[src/rtl/tmds_pkg.sv]
// Shared TMDS definitions: control tokens, alignment FSM states and the
// transition-minimisation (XOR/XNOR) selection rule.
package tmds_pkg;

  localparam int unsigned SYM_W  = 10;
  localparam int unsigned DATA_W = 8;

  localparam logic [SYM_W-1:0] TOKEN_00 = 10'h354;
  localparam logic [SYM_W-1:0] TOKEN_01 = 10'h0AB;
  localparam logic [SYM_W-1:0] TOKEN_10 = 10'h154;
  localparam logic [SYM_W-1:0] TOKEN_11 = 10'h2AB;

  typedef enum logic [1:0] {
    SEARCH = 2'd0,
    SLIP   = 2'd1,
    LOCKED = 2'd2
  } state_t;

  function automatic logic is_token(input logic [SYM_W-1:0] s);
    return (s == TOKEN_00) || (s == TOKEN_01) || (s == TOKEN_10) || (s == TOKEN_11);
  endfunction

  function automatic logic [1:0] token_code(input logic [SYM_W-1:0] s);
    case (s)
      TOKEN_01: return 2'b01;
      TOKEN_10: return 2'b10;
      TOKEN_11: return 2'b11;
      default:  return 2'b00;
    endcase
  endfunction

  // XNOR chaining is chosen for bytes with many ones (ties broken by bit 0)
  function automatic logic use_xnor(input logic [3:0] n1, input logic d0);
    return (n1 > 4'd4) || ((n1 == 4'd4) && !d0);
  endfunction

endpackage

[src/rtl/popcount8.sv]
// Ones counter for an 8-bit word.
module popcount8 (
  input  logic [7:0] d,
  output logic [3:0] count_c
);

  always_comb begin
    count_c = '0;
    for (int i = 0; i < 8; i++) begin
      count_c = count_c + 4'(d[i]);
    end
  end

endmodule

[src/rtl/tmds_decoder.sv]
// TMDS channel decoder: two-stage symbol decode plus word-alignment FSM
// that bitslips the deserializer until the channel locks on control tokens.
module tmds_decoder
  import tmds_pkg::*;
#(
  parameter int unsigned LOCK_TOKENS   = 8,
  parameter int unsigned SEARCH_WINDOW = 1024,
  parameter int unsigned SLIP_WAIT     = 16,
  parameter int unsigned ERR_LIMIT     = 32
) (
  input  logic        clk,
  input  logic        rst,
  input  logic        sym_valid,
  input  logic [9:0]  sym,
  output logic        out_valid,
  output logic [7:0]  data_out,
  output logic [1:0]  ctrl_out,
  output logic        de_out,
  output logic        err_out,
  output logic        bitslip,
  output logic        locked
);

  localparam int unsigned RUN_W  = $clog2(LOCK_TOKENS) + 1;
  localparam int unsigned WIN_W  = $clog2(SEARCH_WINDOW) + 1;
  localparam int unsigned ERR_W  = $clog2(ERR_LIMIT) + 1;
  localparam int unsigned WAIT_W = $clog2(SLIP_WAIT) + 1;

  localparam logic [RUN_W-1:0]  RUN_MAX  = RUN_W'(LOCK_TOKENS);
  localparam logic [WIN_W-1:0]  WIN_MAX  = WIN_W'(SEARCH_WINDOW);
  localparam logic [ERR_W-1:0]  ERR_MAX  = ERR_W'(ERR_LIMIT);
  localparam logic [WAIT_W-1:0] WAIT_END = WAIT_W'(SLIP_WAIT - 1);

  // Stage 1: capture raw symbol
  logic             s1_valid;
  logic [SYM_W-1:0] s1_sym;

  always_ff @(posedge clk) begin
    if (rst) begin
      s1_valid <= 1'b0;
      s1_sym   <= '0;
    end else begin
      s1_valid <= sym_valid;
      if (sym_valid) s1_sym <= sym;
    end
  end

  // Stage 1 combinational decode and classification
  logic [DATA_W-1:0] dp_c;
  logic [DATA_W-1:0] d_c;
  logic [3:0]        n1_c;
  logic              tok_c;
  logic              err_c;

  always_comb begin
    dp_c   = s1_sym[9] ? ~s1_sym[7:0] : s1_sym[7:0];
    d_c    = '0;
    d_c[0] = dp_c[0];
    for (int i = 1; i < DATA_W; i++) begin
      d_c[i] = s1_sym[8] ? (dp_c[i] ^ dp_c[i-1]) : ~(dp_c[i] ^ dp_c[i-1]);
    end
  end

  popcount8 u_popcount8 (
    .d       (d_c),
    .count_c (n1_c)
  );

  assign tok_c = is_token(s1_sym);
  assign err_c = !tok_c && (use_xnor(n1_c, d_c[0]) == s1_sym[8]);

  // Stage 2: registered outputs; ctrl_out holds across data periods
  always_ff @(posedge clk) begin
    if (rst) begin
      out_valid <= 1'b0;
      data_out  <= '0;
      ctrl_out  <= 2'b00;
      de_out    <= 1'b0;
      err_out   <= 1'b0;
    end else begin
      out_valid <= s1_valid;
      if (s1_valid) begin
        de_out   <= !tok_c;
        err_out  <= err_c;
        data_out <= tok_c ? '0 : d_c;
        if (tok_c) ctrl_out <= token_code(s1_sym);
      end
    end
  end

  // Alignment FSM fed from stage-2 classification
  state_t            state_q, state_n;
  logic [RUN_W-1:0]  run_q, run_n, run_inc_c;
  logic [WIN_W-1:0]  win_q, win_n, win_inc_c;
  logic [ERR_W-1:0]  errs_q, errs_n, errs_inc_c;
  logic [WAIT_W-1:0] wait_q, wait_n;
  logic              slip_c;
  logic              s2_tok_c;

  assign s2_tok_c   = out_valid && !de_out;
  assign run_inc_c  = (run_q  == RUN_MAX) ? run_q  : run_q  + RUN_W'(1);
  assign win_inc_c  = (win_q  == WIN_MAX) ? win_q  : win_q  + WIN_W'(1);
  assign errs_inc_c = (errs_q == ERR_MAX) ? errs_q : errs_q + ERR_W'(1);

  always_ff @(posedge clk) begin
    if (rst) begin
      state_q <= SEARCH;
      run_q   <= '0;
      win_q   <= '0;
      errs_q  <= '0;
      wait_q  <= '0;
      bitslip <= 1'b0;
      locked  <= 1'b0;
    end else begin
      state_q <= state_n;
      run_q   <= run_n;
      win_q   <= win_n;
      errs_q  <= errs_n;
      wait_q  <= wait_n;
      bitslip <= slip_c;
      locked  <= (state_n == LOCKED);
    end
  end

  always_comb begin
    state_n = state_q;
    run_n   = run_q;
    win_n   = win_q;
    errs_n  = errs_q;
    wait_n  = wait_q;
    slip_c  = 1'b0;
    case (state_q)
      SEARCH: begin
        if (out_valid) begin
          run_n = s2_tok_c ? run_inc_c : '0;
          win_n = win_inc_c;
          // A completed token run takes priority over window expiry
          if (run_n == RUN_MAX) begin
            state_n = LOCKED;
            run_n   = '0;
            win_n   = '0;
            errs_n  = '0;
          end else if (win_n == WIN_MAX) begin
            state_n = SLIP;
            slip_c  = 1'b1;
            wait_n  = '0;
          end
        end
      end
      SLIP: begin
        if (wait_q == WAIT_END) begin
          state_n = SEARCH;
          run_n   = '0;
          win_n   = '0;
          wait_n  = '0;
        end else begin
          wait_n = wait_q + WAIT_W'(1);
        end
      end
      LOCKED: begin
        if (out_valid) begin
          if (s2_tok_c) begin
            run_n = run_inc_c;
            if (run_n == RUN_MAX) errs_n = '0;
          end else begin
            run_n = '0;
            if (err_out) errs_n = errs_inc_c;
            if (errs_n == ERR_MAX) begin
              state_n = SEARCH;
              run_n   = '0;
              win_n   = '0;
              errs_n  = '0;
            end
          end
        end
      end
      default: state_n = SEARCH;
    endcase
  end

endmodule

[config.mk]
export PLATFORM = sky130hd
export DESIGN_NAME = tmds_decoder
export DESIGN_NICKNAME = d
export VERILOG_FILES = /design/src/rtl/tmds_pkg.sv /design/src/rtl/popcount8.sv /design/src/rtl/tmds_decoder.sv
export SDC_FILE = /design/constraint.sdc
export NUM_CORES = 1
export LEC_CHECK = 0
export BUFFER_PORTS_ARGS = -buffer_cell sky130_fd_sc_hd__buf_2
export CAP_MARGIN = 20
export CORE_ASPECT_RATIO = 2
export CORE_UTILIZATION = 65
export CTS_CLUSTER_DIAMETER = 80
export CTS_CLUSTER_SIZE = 40
export DETAILED_ROUTE_END_ITERATION = 8
export HOLD_SLACK_MARGIN = 0.02
export PLACE_DENSITY = 0.86
export SYNTH_ARGS = -nofsm -noshare
export SYNTH_HDL_FRONTEND = slang
export SYNTH_HIERARCHICAL = 1
export SYNTH_SLANG_ARGS = --single-unit
[constraint.sdc]
create_clock -name clk -period 13.06 [get_ports clk]
set_clock_uncertainty 0.2 [all_clocks]
set_input_delay 0.653 -clock clk [delete_from_list [all_inputs] [get_ports clk]]
set_output_delay 0.653 -clock clk [all_outputs]
set_load 0.1 [all_outputs]
* Yosys cells after proc, flatten, opt, wreduce, memory -nomap -nowiden
Cells that the tools add are included.
** Cells by class
- Add/subtract/negate cells :: 11
- Multipliers :: 0
- Div/mod/pow operators :: 0
- Magnitude comparators :: 1
- Eq/ne operators :: 26
- Shift-type cells :: 0
- Mux-type cells :: 51
- Bitwise operators :: 17
- Reduce and logical (&&, ||, !) cells :: 20
** Operators with widths (number)
- two-way mux 11 bit :: 7
- two-way mux 6 bit :: 11
- one-hot mux 11 bit (3 select lines) :: 1
- adder 4 x 1 -> 4 bit :: 6
- two-way mux 4 bit :: 6
- == test 11 bit, second input constant :: 2
- == test 10 bit, second input constant :: 2
- two-way mux 5 bit :: 4
- two-way mux 8 bit :: 2
- != test 2 bit, second input constant :: 8
- two-way mux 2 bit :: 7
- == test 4 bit, second input constant :: 3
- == test 6 bit, second input constant :: 2
- one-hot mux 2 bit (3 select lines) :: 2
- one-hot mux 4 bit (3 select lines) :: 1
- one-hot mux 6 bit (2 select lines) :: 1
- adder 11 x 1 -> 11 bit, second input constant :: 1
- == test 10 x 8 -> 1 bit, second input constant :: 1
- == test 10 x 9 -> 1 bit, second input constant :: 1
- one-hot mux 5 bit (2 select lines) :: 1
- NOT 1 bit :: 9
- two-way mux 1 bit :: 8
- NOT 8 bit :: 1
- AND reduction 4 bit :: 2
- other kinds (22) :: 37
** Storage, ports and cells
- Register bits :: 54
- Latch bits :: 0
- RAM bits :: 0
- Memory bits (read-only) :: 0
- Input bits :: 13
- Output and inout bits :: 15
- Word-level logic and storage cells :: 140
- Memories kept :: 0

* Logic depth before layout (Yosys ltp)
Gate-level depths: netlist (run 1).
- Word-level depth :: 17
- Depth in mapped cells :: 18
- Mapped depth without buffers :: 17

* Hierarchy
Netlist (run 1), hierarchy kept.
** By module, submodules not included
- tmds_decoder :: times used 1, cells each 396, area each 3195.6 µm², sequential area each 1081.0 µm²
- popcount8 :: times used 1, cells each 24, area each 190.2 µm², sequential area each 0.0 µm²

* Worst setup path after synthesis (run 1)
Ideal clock, no wire load.
- Kind :: register to register
- From :: register s1_sym[8]
- To :: register err_out
- Setup time :: 0.070 ns
- Arrival :: 3.843 ns
- Data required time :: 12.790 ns
- Setup slack :: 8.947 ns
- Cell stages (with the launch flop) :: 19
- Path buffers :: 1
- Period minus slack after synthesis :: 4.113 ns
- Path through :: dfxtp_1 > clkbuf_1 > xor2_1 > xnor2_1 > inv_1 > fa_1 > fa_1 > fa_1 > inv_1 > ha_1 > inv_1 > fa_1 > inv_1 > nor2_1 > nand2_1 > a21oi_1 > xor2_1 > nand3_1 > a21oi_1
** Between the ends
- Elaborated cells between the ends (all ways) :: 28
- Those cells by class :: add/sub: 7; order compare: 1; eq/ne: 6; mux: 7; reduce/logical: 7
** RTL lines
- start, declared :: line tmds_decoder.sv:36 : logic [SYM_W-1:0] s1_sym;
- start signal, assigned :: line tmds_decoder.sv:44 : if (sym_valid) s1_sym <= sym;
- two-way mux 1 bit (*) :: line tmds_decoder.sv:60 : d_c[i] = s1_sym[8] ? (dp_c[i] ^ dp_c[i-1]) : ~(dp_c[i] ^ dp_c[i-1]);
- named net d_c[3] :: line tmds_decoder.sv:50 : logic [DATA_W-1:0] d_c;
- adder 4 x 1 -> 4 bit (*) (5 in series) :: line popcount8.sv:10 : count_c = count_c + 4'(d[i]);
- named net n1_c[1] :: line tmds_decoder.sv:51 : logic [3:0] n1_c;
- branches (longest 2 deep; another with greater-than comparator 4 x 3 -> 1 bit)
- logical OR 1 bit (*) :: line tmds_pkg.sv:34 : return (n1 > 4'd4) || ((n1 == 4'd4) && !d0);
- == test 1 bit (*) :: line tmds_decoder.sv:70 : assign err_c = !tok_c && (use_xnor(n1_c, d_c[0]) == s1_sym[8]);
- logical AND 1 bit (*) :: line tmds_decoder.sv:70
- end signal, assigned :: line tmds_decoder.sv:84 : err_out <= err_c;
- end, declared :: line tmds_decoder.sv:19 : output logic err_out,
Mark *: on every way through the listed nets, which the timed path passes.
A chain may end at the register's enable or synchronous reset.

* Final worst setup path (run 1)
Same ends and word-level chain as after synthesis.

==> results.json, run 1 <==
{
  "status": "completed",
  "antenna_left": 0,
  "core-area_um2": 4955,
  "p_leak_nw": 1.439,
  "layout-drive-gt1-share_pct": 10.80,
  "synth-simple-area-share_pct": 27.16,
  "yosys.area_share.xor_xnor_pct": 4.656,
  "critical_path_required_ps": 13120,
  "powerDensity_nw_per_um2": 113.3,
  "clkSinkCount": 54,
  "final_net_count": 467,
  "die_y_um": 104.1,
  "hold_violations": 0,
  "synthFlopType": "dfxtp_1",
  "vdd_drop_max_mv": 0.1209,
  "synth-compound-area-share_pct": 17.29,
  "drtPass1Iterations": 7,
  "clk_pin_slew_worst_paths_ps": 100,
  "max_slew_margin_pct": 36.77,
  "reg2regPathDepth": 17,
  "critPathLaunchType": "flop",
  "h-tree-depth": 2,
  "use_met1_pct": 28.64,
  "critPathKind": "flop to flop",
  "clock_latency_ps": 330,
  "fin_area_um2": 3622,
  "rrSetupSlack_ps": 8670,
  "hold-path-cell-count": 2,
  "period_needed_ps": 4386,
  "cts_buffers": 5,
  "post-cts-setup-buffers": 0,
  "mostFrequentLayoutCells": "dfxtp_1 (54), nor2_1 (50), a21oi_1 (41)",
  "start_util_pct": 68.33,
  "clock.fmax_ghz": 0.2280,
  "syn_inst": 420,
  "fin_crit_sh_pct": 33.58,
  "grt_pass1_vias": 3019,
  "regToRegStartpoint": "s1_sym[8]",
  "gr-usage-met2_pct": 59.31,
  "synth_seq_area_share_pct": 31.93,
  "reg2reg_to": "err_out",
  "min_to": "data_out[1]",
  "crit_path_max_fanout": 9,
  "ys_warn_count": 6,
  "cts_resized": 0,
  "syn-cell-area_um2": 3386,
  "antenna_found_initial": 0,
  "num_vias": 3163,
  "routed_wl_um": 8298,
  "cp.arrival_ps": 4440,
  "avgRoutedWirePerCell_um": 16.87,
  "grt-busiest-layer": "met2",
  "cts_buffer_depth": 2,
  "drc": 0,
  "grt_pass1_wl_um": 13200,
  "die_w_um": 53.04,
  "drtIter0Drc": 104,
  "area_growth_pct": 6.984,
  "final_util_pct": 73.11,
  "place_hpwl_um": 6162,
  "ys_seq_elements": 54,
  "fin_ws_ps": 8674,
  "grt_start_max_net_pins": 53,
  "mostFrequentLayoutCell": "dfxtp_1",
  "rsz0062_at_grt": "false",
  "dpl_cell_area_um2": 3510,
  "cts_tree": "built",
  "finalPower_mw": 0.4105,
  "syn_nets": 453,
  "synth_top_family_by_area": "simple AND/OR/NAND/NOR gates",
  "vias_per_cell": 6.429,
  "ioPinCount": 28,
  "io_buffers": 27,
  "place_ws_ps": 8735,
  "seq_area_um2": 1081,
  "hp-class": "flop to flop",
  "ys_types": 61,
  "final_max_slew_viol_count": 0,
  "setup_viol": 0,
  "synthAdderAreaFrac_pct": 8.278,
  "root_buffer": "clkbuf_8",
  "cts_hold_buf": 0,
  "hp-start": "data_out[1]",
  "synth_mux_area_share_pct": 4.472,
  "tns_ps": 0,
  "cap_violations": 0,
  "nFillCells": 408,
  "synthArstFlopShare_pct": 0,
  "grt.overflow.total": 0,
  "endpoint_kind": "flop",
  "diodes": 0,
  "core.rowCount": 36,
  "grtUsageMet3_pct": 5.263,
  "dieArea_um2": 5519,
  "synth_edf_count": 0,
  "multi_input_area_um2": 2095,
  "syn_avg_cell_area_um2": 8.061,
  "worst_slew_pin_slew_ps": 948.5,
  "place_congestion": 0.9338,
  "grt.total_usage_pct": 32.14
}
## cell usage after synthesis, types with 9 or more instances
cell type	number	area (um2)
xor2_1	9	78.83
nand2_1	25	93.84
dfxtp_1	54	1081
a21oi_1	41	205.2
nand3_1	17	85.08
nor2_1	50	187.7
clkbuf_1	16	60.06
mux2i_1	14	140.1
xnor2_1	9	78.83
o21ai_0	15	75.07
inv_1	32	120.1
ha_1	16	200.2
## layout make-up
| cell class | count | area share, % |
|---|---|---|
| multi-input combinational | 313 | 57.82 |
| sequential | 54 | 29.84 |
| timing repair buffer | 28 | 3.938 |
| inverter | 32 | 3.316 |
| tap | 57 | 1.969 |
| clock buffer | 5 | 1.900 |
| clock inverter | 3 | 1.209 |
## sequential cells by signal, indices dropped and copies added, names as in the netlist, 2 cells and up
signal / cells
ctrl_out: 2
data_out: 8
errs_q: 6
run_q: 4
s1_sym: 10
state_q: 2
wait_q: 5
win_q: 11
## per-layer routing
layer	routed length [um]	vias to the layer above	share of wire, %
met4	501	0	6.0
met1	2930	1505	35
li1	-	1524	-
met2	4606	99	56
met5	0	-	0
met3	260	35	3.1
## cells by family after synthesis
| family | after synthesis |
|---|---|
| xor gates and xnor gates | 18 |
| DFF | 54 |
| AOI/OAI and AO/OA | 96 |
| buffers and inverters | 53 |
| muxes | 15 |
| and+or+nand+nor | 164 |
| adders and majority gates | 20 |
## through the flow
stage	cells	hold slack [ps]
floorplan	420	252.5
global placement	484	248.6
detailed placement	484	253.0
CTS	492	267.1
global route	492	294.3
finish	492	267.2
## worst max-delay path by stage
stage | startpoint | endpoint | slack [ps]
2_1_floorplan | s1_sym[8] | err_out | 8950
3_3_place_gp | s1_sym[8] | err_out | 8910
3_5_place_dp | s1_sym[8] | err_out | 8730
4_1_cts | s1_sym[8] | err_out | 8710
5_1_grt | s1_sym[8] | err_out | 8400
6_report | s1_sym[8] | err_out | 8670
## power by group
group          internal (mW)  switching [mW]
clock network         0.0576          0.0603
registers              0.170         0.00904
logic                 0.0404          0.0732
total                  0.268           0.143
## critical path: stages (launching register included)
cell     delay [ps]
dfxtp_1         580
xor2_1          280
xnor2_1         190
inv_1            80
fa_1            460
fa_1            520
fa_1            420
inv_1            70
ha_1            160
inv_1            60
fa_1            480
inv_1            40
nor2_1           80
nand2_1          60
a21oi_1         210
xor2_1          160
nand3_1          90
a21oi_1         160
(Power assumes the default switching activity.)
==> inputs of run 2 (changes only) <==
--- a/config.mk
+++ b/config.mk
@@ -5,15 +5,16 @@
 export SDC_FILE = /design/constraint.sdc
 export NUM_CORES = 1
 export LEC_CHECK = 0
+export ABC_AREA = 1
 export BUFFER_PORTS_ARGS = -buffer_cell sky130_fd_sc_hd__buf_2
 export CAP_MARGIN = 20
 export CORE_ASPECT_RATIO = 2
-export CORE_UTILIZATION = 65
+export CORE_UTILIZATION = 60
 export CTS_CLUSTER_DIAMETER = 80
 export CTS_CLUSTER_SIZE = 40
 export DETAILED_ROUTE_END_ITERATION = 8
 export HOLD_SLACK_MARGIN = 0.02
-export PLACE_DENSITY = 0.86
+export PLACE_DENSITY = 0.8
 export SYNTH_ARGS = -nofsm -noshare
 export SYNTH_HDL_FRONTEND = slang
 export SYNTH_HIERARCHICAL = 1
==> constraint.sdc (replaced) <==
create_clock -name clk -period 4.4 [get_ports clk]
set_clock_uncertainty 0.2 [all_clocks]
set_input_delay 0.22 -clock clk [delete_from_list [all_inputs] [get_ports clk]]
set_output_delay 0.22 -clock clk [all_outputs]
set_load 0.1 [all_outputs]
==> run 2 against run 1 <==
  * Cell area rose by 3.1%
  * Combinational power rose to 3.9 times the previous value
  * Hold slack worse by 240 ps
  * Power increased to 3.2 times the previous value
  * Critical path depth is 3 higher
  * Synthesized cell count grew 20%
  * Largest cell class unchanged
  * Non-clock buffer count increased by 10
  * Synthesized area decreased by 1.1%
  * Sequential share of layout area down 0.90 points
  * Register-to-register slack got worse by 8300 ps
  * Wire length is 4.1% lower
  * Via count up 3.7%
==> results.json, run 2 <==
{
  "layout-drive-gt1-share_pct": 9.815,
  "diodes": 0,
  "avgRoutedWirePerCell_um": 13.26,
  "place_hpwl_um": 5979,
  "tns_ps": 0,
  "pwr-share-comb_pct": 34.0,
  "clk_pin_slew_worst_paths_ps": 90,
  "hold-path-cell-count": 3,
  "period_needed_ps": 4069,
  "clkPwrFrac_pct": 25.1,
  "grt_start_max_net_pins": 32,
  "cts_buffer_depth": 2,
  "yosysTopAreaCellShare_pct": 32.29,
  "p_int_mw": 0.8328,
  "hp-class": "input port to flop",
  "ys_seq_elements": 54,
  "clock_latency_ps": 320,
  "regToRegStartpoint": "s1_sym[1]",
  "final_net_count": 572,
  "reg2reg_to": "err_out",
  "routed_wl_um": 7958,
  "setup_viol": 0,
  "antenna_left": 0,
  "cap_violations": 0,
  "max_slew_margin_pct": 42.62,
  "rrSetupSlack_ps": 330,
  "fin_crit_sh_pct": 92.48,
  "mostFrequentLayoutCells": "nand2_1 (117), nor2_1 (76), inv_1 (70)",
  "die_y_um": 107.6,
  "die_w_um": 54.82,
  "antenna_found_initial": 0,
  "cts_buffers": 5,
  "synth_seq_area_share_pct": 32.29,
  "cts_tree": "built",
  "critPathLaunchType": "flop",
  "finalPower_mw": 1.318,
  "powerDensity_nw_per_um2": 353.0,
  "final_max_slew_viol_count": 0,
  "dp_cells": 582,
  "fin_cells": 600,
  "nFillCells": 502,
  "p_leak_nw": 1.775,
  "critical_path_required_ps": 4440,
  "grt_pass1_wl_um": 13590,
  "place_congestion": 0.8893,
  "synth_largest_area_cell": "dfxtp_1",
  "crit_path_max_fanout": 3,
  "multi_input_area_um2": 1961,
  "grt.total_usage_pct": 31.16,
  "core.rowCount": 38,
  "vias_per_cell": 5.467,
  "start_util_pct": 61.77,
  "final_util_pct": 68.91,
  "power_frac_seq_pct": 40.9,
  "ys_warn_count": 6,
  "synthTopCellsByCount": "nand2_1 (117), nor2_1 (76), inv_1 (70)",
  "worst_slew_pin_slew_ps": 859.7,
  "vdd_drop_max_mv": 0.3170,
  "drc": 0,
  "power_switching_share_pct": 36.82,
  "endpoint_kind": "flop",
  "h-tree-depth": 2,
  "syn-cell-area_um2": 3348,
  "ys_types": 34,
  "grt.overflow.total": 0,
  "p_sw_mw": 0.4854,
  "top_regs": "win_q: 11 flops, s1_sym: 10 flops, data_out: 8 flops",
  "dieArea_um2": 5901,
  "synth_edf_count": 0,
  "place_ws_ps": 331.3,
  "mostFrequentLayoutCell": "nand2_1",
  "syn_inst": 506,
  "core-area_um2": 5420,
  "num_vias": 3280,
  "seq_area_um2": 1081,
  "syn_avg_cell_area_um2": 6.617,
  "grt_pass1_vias": 3211,
  "netlist_top_cells_area": "dfxtp_1 (32%), nand2_1 (13%), nor2_1 (8.5%), inv_1 (7.8%), a21oi_1 (7.2%)",
  "critPathKind": "flop to flop",
  "clock.fmax_ghz": 0.2458,
  "root_buffer": "clkbuf_8",
  "largest_register_ff_count": 11,
  "hold_violations": 0,
  "synth_most_common_cell": "nand2_1",
  "area_growth_pct": 11.55,
  "clkSinkCount": 54,
  "synthFlopType": "dfxtp_1",
  "drtIter0Drc": 144,
  "fin_ws_ps": 331.0,
  "rsz0062_at_grt": "false",
  "syn_nets": 539,
  "drtPass1Iterations": 5,
  "ioPinCount": 28,
  "min_to": "s1_sym[5]",
  "io_buffers": 27,
  "largest-register": "win_q",
  "reg2regPathDepth": 20,
  "status": "completed",
  "synthArstFlopShare_pct": 0,
  "hp-start": "sym[5]",
  "cp.arrival_ps": 4110
}
==> run 2: worst max-delay path by stage <==
stage / depth (start not counted) / start / endpoint
2_1_floorplan: 20 / s1_sym[8] / err_out
5_1_grt: 20 / s1_sym[1] / err_out
3_3_place_gp: 20 / s1_sym[1] / err_out
6_report: 20 / s1_sym[1] / err_out
3_5_place_dp: 20 / s1_sym[1] / err_out
4_1_cts: 20 / s1_sym[1] / err_out
==> run 2: worst max-delay path: stages (launching register included) <==
cell and delay [ps]:
dfxtp_1 320, inv_1 50, nor2_1 130, inv_1 60, nand2_1 140, xor2_2 180
inv_1 80, fa_1 470, fa_1 510, fa_1 410, inv_1 70, ha_1 160
inv_1 60, fa_1 470, inv_1 40, nor2_1 80, nand2_1 70, a21oi_2 140
xor2_1 160, nand2_1 80, a21oi_1 140
==> run 2: timing repair <==
action / in CTS / in global routing
hold endpoints to repair: 8 / 0
setup endpoints to repair: 0 / 1
gates resized for setup: 0 / 2
setup buffers: 0 / 0
hold buffers: 10 / 0
==> run 2: cell families after synthesis <==
family | share of synthesized area (%)
and+or+nand+nor | 31.20
AOI/OAI and AO/OA | 13.45
xor gates and xnor gates | 5.195
buffers and inverters | 9.492
DFF | 32.29
adders and majority gates | 8.371
==> run 2: metal layers <==
metal	vias up	wire [um]	track usage, %
met3	29	291	6.921
met1	1530	2943	31.23
met5	-	0	0
met2	61	4369	54.30
li1	1660	-	-
met4	0	353	18.32
==> run 2: power by group through the flow <==
stage	combinational (mW)	clock (mW)	sequential (mW)
after floorplan	0.277	0	0.617
after global placement	0.413	0	0.549
after detailed placement	0.427	0	0.550
after CTS	0.438	0.341	0.539
after global routing	0.518	0.356	0.544
final	0.448	0.331	0.539
==> run 2: layout make-up <==
cell class / count / area share (%)
Multi-Input combinational cell: 369 / 52.50
Sequential cell: 54 / 28.94
Inverter: 71 / 7.136
Timing Repair Buffer: 38 / 6.499
Clock buffer: 5 / 1.843
Clock inverter: 3 / 1.072
Tap cell: 60 / 2.010
==> run 2: through the flow <==
stage	hold slack, ps	area, um2
CTS	25.84	3724
floorplan	100.9	3348
detailed placement	239.5	3515
global placement	229.1	3515
finish	29.91	3735
global route	57.18	3735
==> inputs of run 3 (changes only) <==
--- a/config.mk
+++ b/config.mk
@@ -5,7 +5,6 @@
 export SDC_FILE = /design/constraint.sdc
 export NUM_CORES = 1
 export LEC_CHECK = 0
-export ABC_AREA = 1
 export BUFFER_PORTS_ARGS = -buffer_cell sky130_fd_sc_hd__buf_2
 export CAP_MARGIN = 20
 export CORE_ASPECT_RATIO = 2
==> run 3 against run 2 <==
  * Critical endpoint unchanged
  * Critical path depth down 3
  * Highest routed layer unchanged
  * Power down 12%
  * Combinational power down 23%
  * Register-to-register slack worse by 20 ps
==> results.json, run 3 (synthesis results as in run 1) <==
{
  "start_util_pct": 62.47,
  "place_congestion": 0.9042,
  "routed_wl_um": 8248,
  "dpl_cell_area_um2": 3521,
  "final_max_slew_viol_count": 0,
  "hp-class": "input port to flop",
  "dp_cells": 488,
  "power_frac_seq_pct": 45.7,
  "hp-start": "sym_valid",
  "fin_ws_ps": 307.2,
  "min_to": "s1_valid",
  "grt_pass1_wl_um": 13490,
  "pwr-share-comb_pct": 29.8,
  "die_y_um": 108.2,
  "final_util_pct": 68.42,
  "top_regs": "win_q: 11 flops, s1_sym: 10 flops, data_out: 8 flops",
  "critPathLaunchType": "flop",
  "clock.fmax_ghz": 0.2443,
  "final_net_count": 478,
  "cp_num_buf_inv": 4,
  "fin_area_um2": 3709,
  "antenna_left": 0,
  "max_slew_margin_pct": 35.69,
  "p_sw_mw": 0.4151,
  "path_cells": "xor2_1 > xnor2_1 > inv_1 > fa_1 > fa_1 > fa_1 > inv_1 > ha_1 > inv_1 > fa_1 > inv_1 > nor2_1 > nand2_1 > a21oi_1 > xor2_1 > nand3_1 > a21oi_1",
  "avgRoutedWirePerCell_um": 16.30,
  "place_ws_ps": 316.9,
  "mostFrequentLayoutCell": "dfxtp_1",
  "hold-path-cell-count": 2,
  "grt.overflow.total": 0,
  "drtPass1Iterations": 4,
  "root_buffer": "clkbuf_8",
  "p_int_mw": 0.7427,
  "ioPinCount": 28,
  "mostFrequentLayoutCells": "dfxtp_1 (54), nor2_1 (50), a21oi_1 (41)",
  "clkPwrFrac_pct": 24.5,
  "vias_per_cell": 6.166,
  "crit_family": "adder cells",
  "crit_path_max_fanout": 5,
  "area_growth_pct": 9.534,
  "powerDensity_nw_per_um2": 312.2,
  "p_leak_nw": 1.476,
  "critPathMaxStageDelay_ps": 520,
  "core.rowCount": 38,
  "hold_violations": 0,
  "multi_input_area_um2": 2095,
  "critical_path_required_ps": 4450,
  "cap_violations": 0,
  "antenna_found_initial": 0,
  "num_vias": 3120,
  "place_hpwl_um": 6075,
  "die_w_um": 55.12,
  "reg2regPathDepth": 17,
  "rsz0062_at_grt": "false",
  "grt_start_max_net_pins": 53,
  "grt.total_usage_pct": 30.76,
  "nFillCells": 440,
  "core-area_um2": 5420,
  "clkSinkCount": 54,
  "finalPower_mw": 1.158,
  "rrSetupSlack_ps": 310,
  "drtIter0Drc": 138,
  "critPathKind": "flop to flop",
  "clk_pin_slew_worst_paths_ps": 100,
  "endpoint_kind": "flop",
  "diodes": 0,
  "largest_register_ff_count": 11,
  "status": "completed",
  "worst_slew_pin_slew_ps": 964.7,
  "tns_ps": 0,
  "grt_pass1_vias": 3025,
  "h-tree-depth": 2,
  "reg2reg_to": "err_out",
  "cts_buffer_depth": 2,
  "period_needed_ps": 4093,
  "cts_buffers": 5,
  "power_switching_share_pct": 35.85,
  "vdd_drop_max_mv": 0.4107,
  "fin_cells": 506,
  "regToRegStartpoint": "s1_sym[1]",
  "seq_area_um2": 1081,
  "drc": 0,
  "cts_tree": "built",
  "fin_hold_ws_ps": 127.4,
  "layout-drive-gt1-share_pct": 10.76,
  "slowest_stage": "fa_1",
  "setup_viol": 0,
  "fin_crit_sh_pct": 93.02,
  "dieArea_um2": 5965,
  "clock_latency_ps": 320,
  "largest-register": "win_q",
  "post-cts-setup-buffers": 0,
  "cp.arrival_ps": 4140,
  "io_buffers": 27
}
[run 3: worst max-delay path by stage]
stage               from  endpoint  cells past startpoint
3_3_place_gp   s1_sym[2]   err_out                     17
4_1_cts        s1_sym[1]   err_out                     17
2_1_floorplan  s1_sym[8]   err_out                     18
3_5_place_dp   s1_sym[2]   err_out                     17
5_1_grt        s1_sym[0]   err_out                     17
6_report       s1_sym[1]   err_out                     17
[run 3: final cells by class]
class | count | share of cell area, %
inverter | 32 | 3.239
tap | 60 | 2.024
clock inverter | 3 | 0.5061
sequential | 54 | 29.15
clock buffer | 5 | 1.856
timing repair buffer | 39 | 6.748
multi-input combinational | 313 | 56.48
[run 3: timing repair]
action,in CTS,in global routing
resized for setup,0,0
hold buffers,10,0
endpoints found under the hold margin,10,0
[run 3: power groups by stage]
| stage | Combinational, mW | Sequential [mW] | Clock [mW] |
|---|---|---|---|
| after detailed placement | 0.332 | 0.541 | 0 |
| after global routing | 0.381 | 0.533 | 0.308 |
| after global placement | 0.314 | 0.539 | 0 |
| final | 0.345 | 0.530 | 0.283 |
| after floorplan | 0.207 | 0.595 | 0 |
| after CTS | 0.341 | 0.529 | 0.293 |
[run 3: per-layer routing]
metal / track usage (%) / part of all wire, %
met4: 16.96 / 3.6
met3: 4.360 / 3.0
met1: 29.79 / 36
met5: 0 / 0
met2: 57.06 / 57
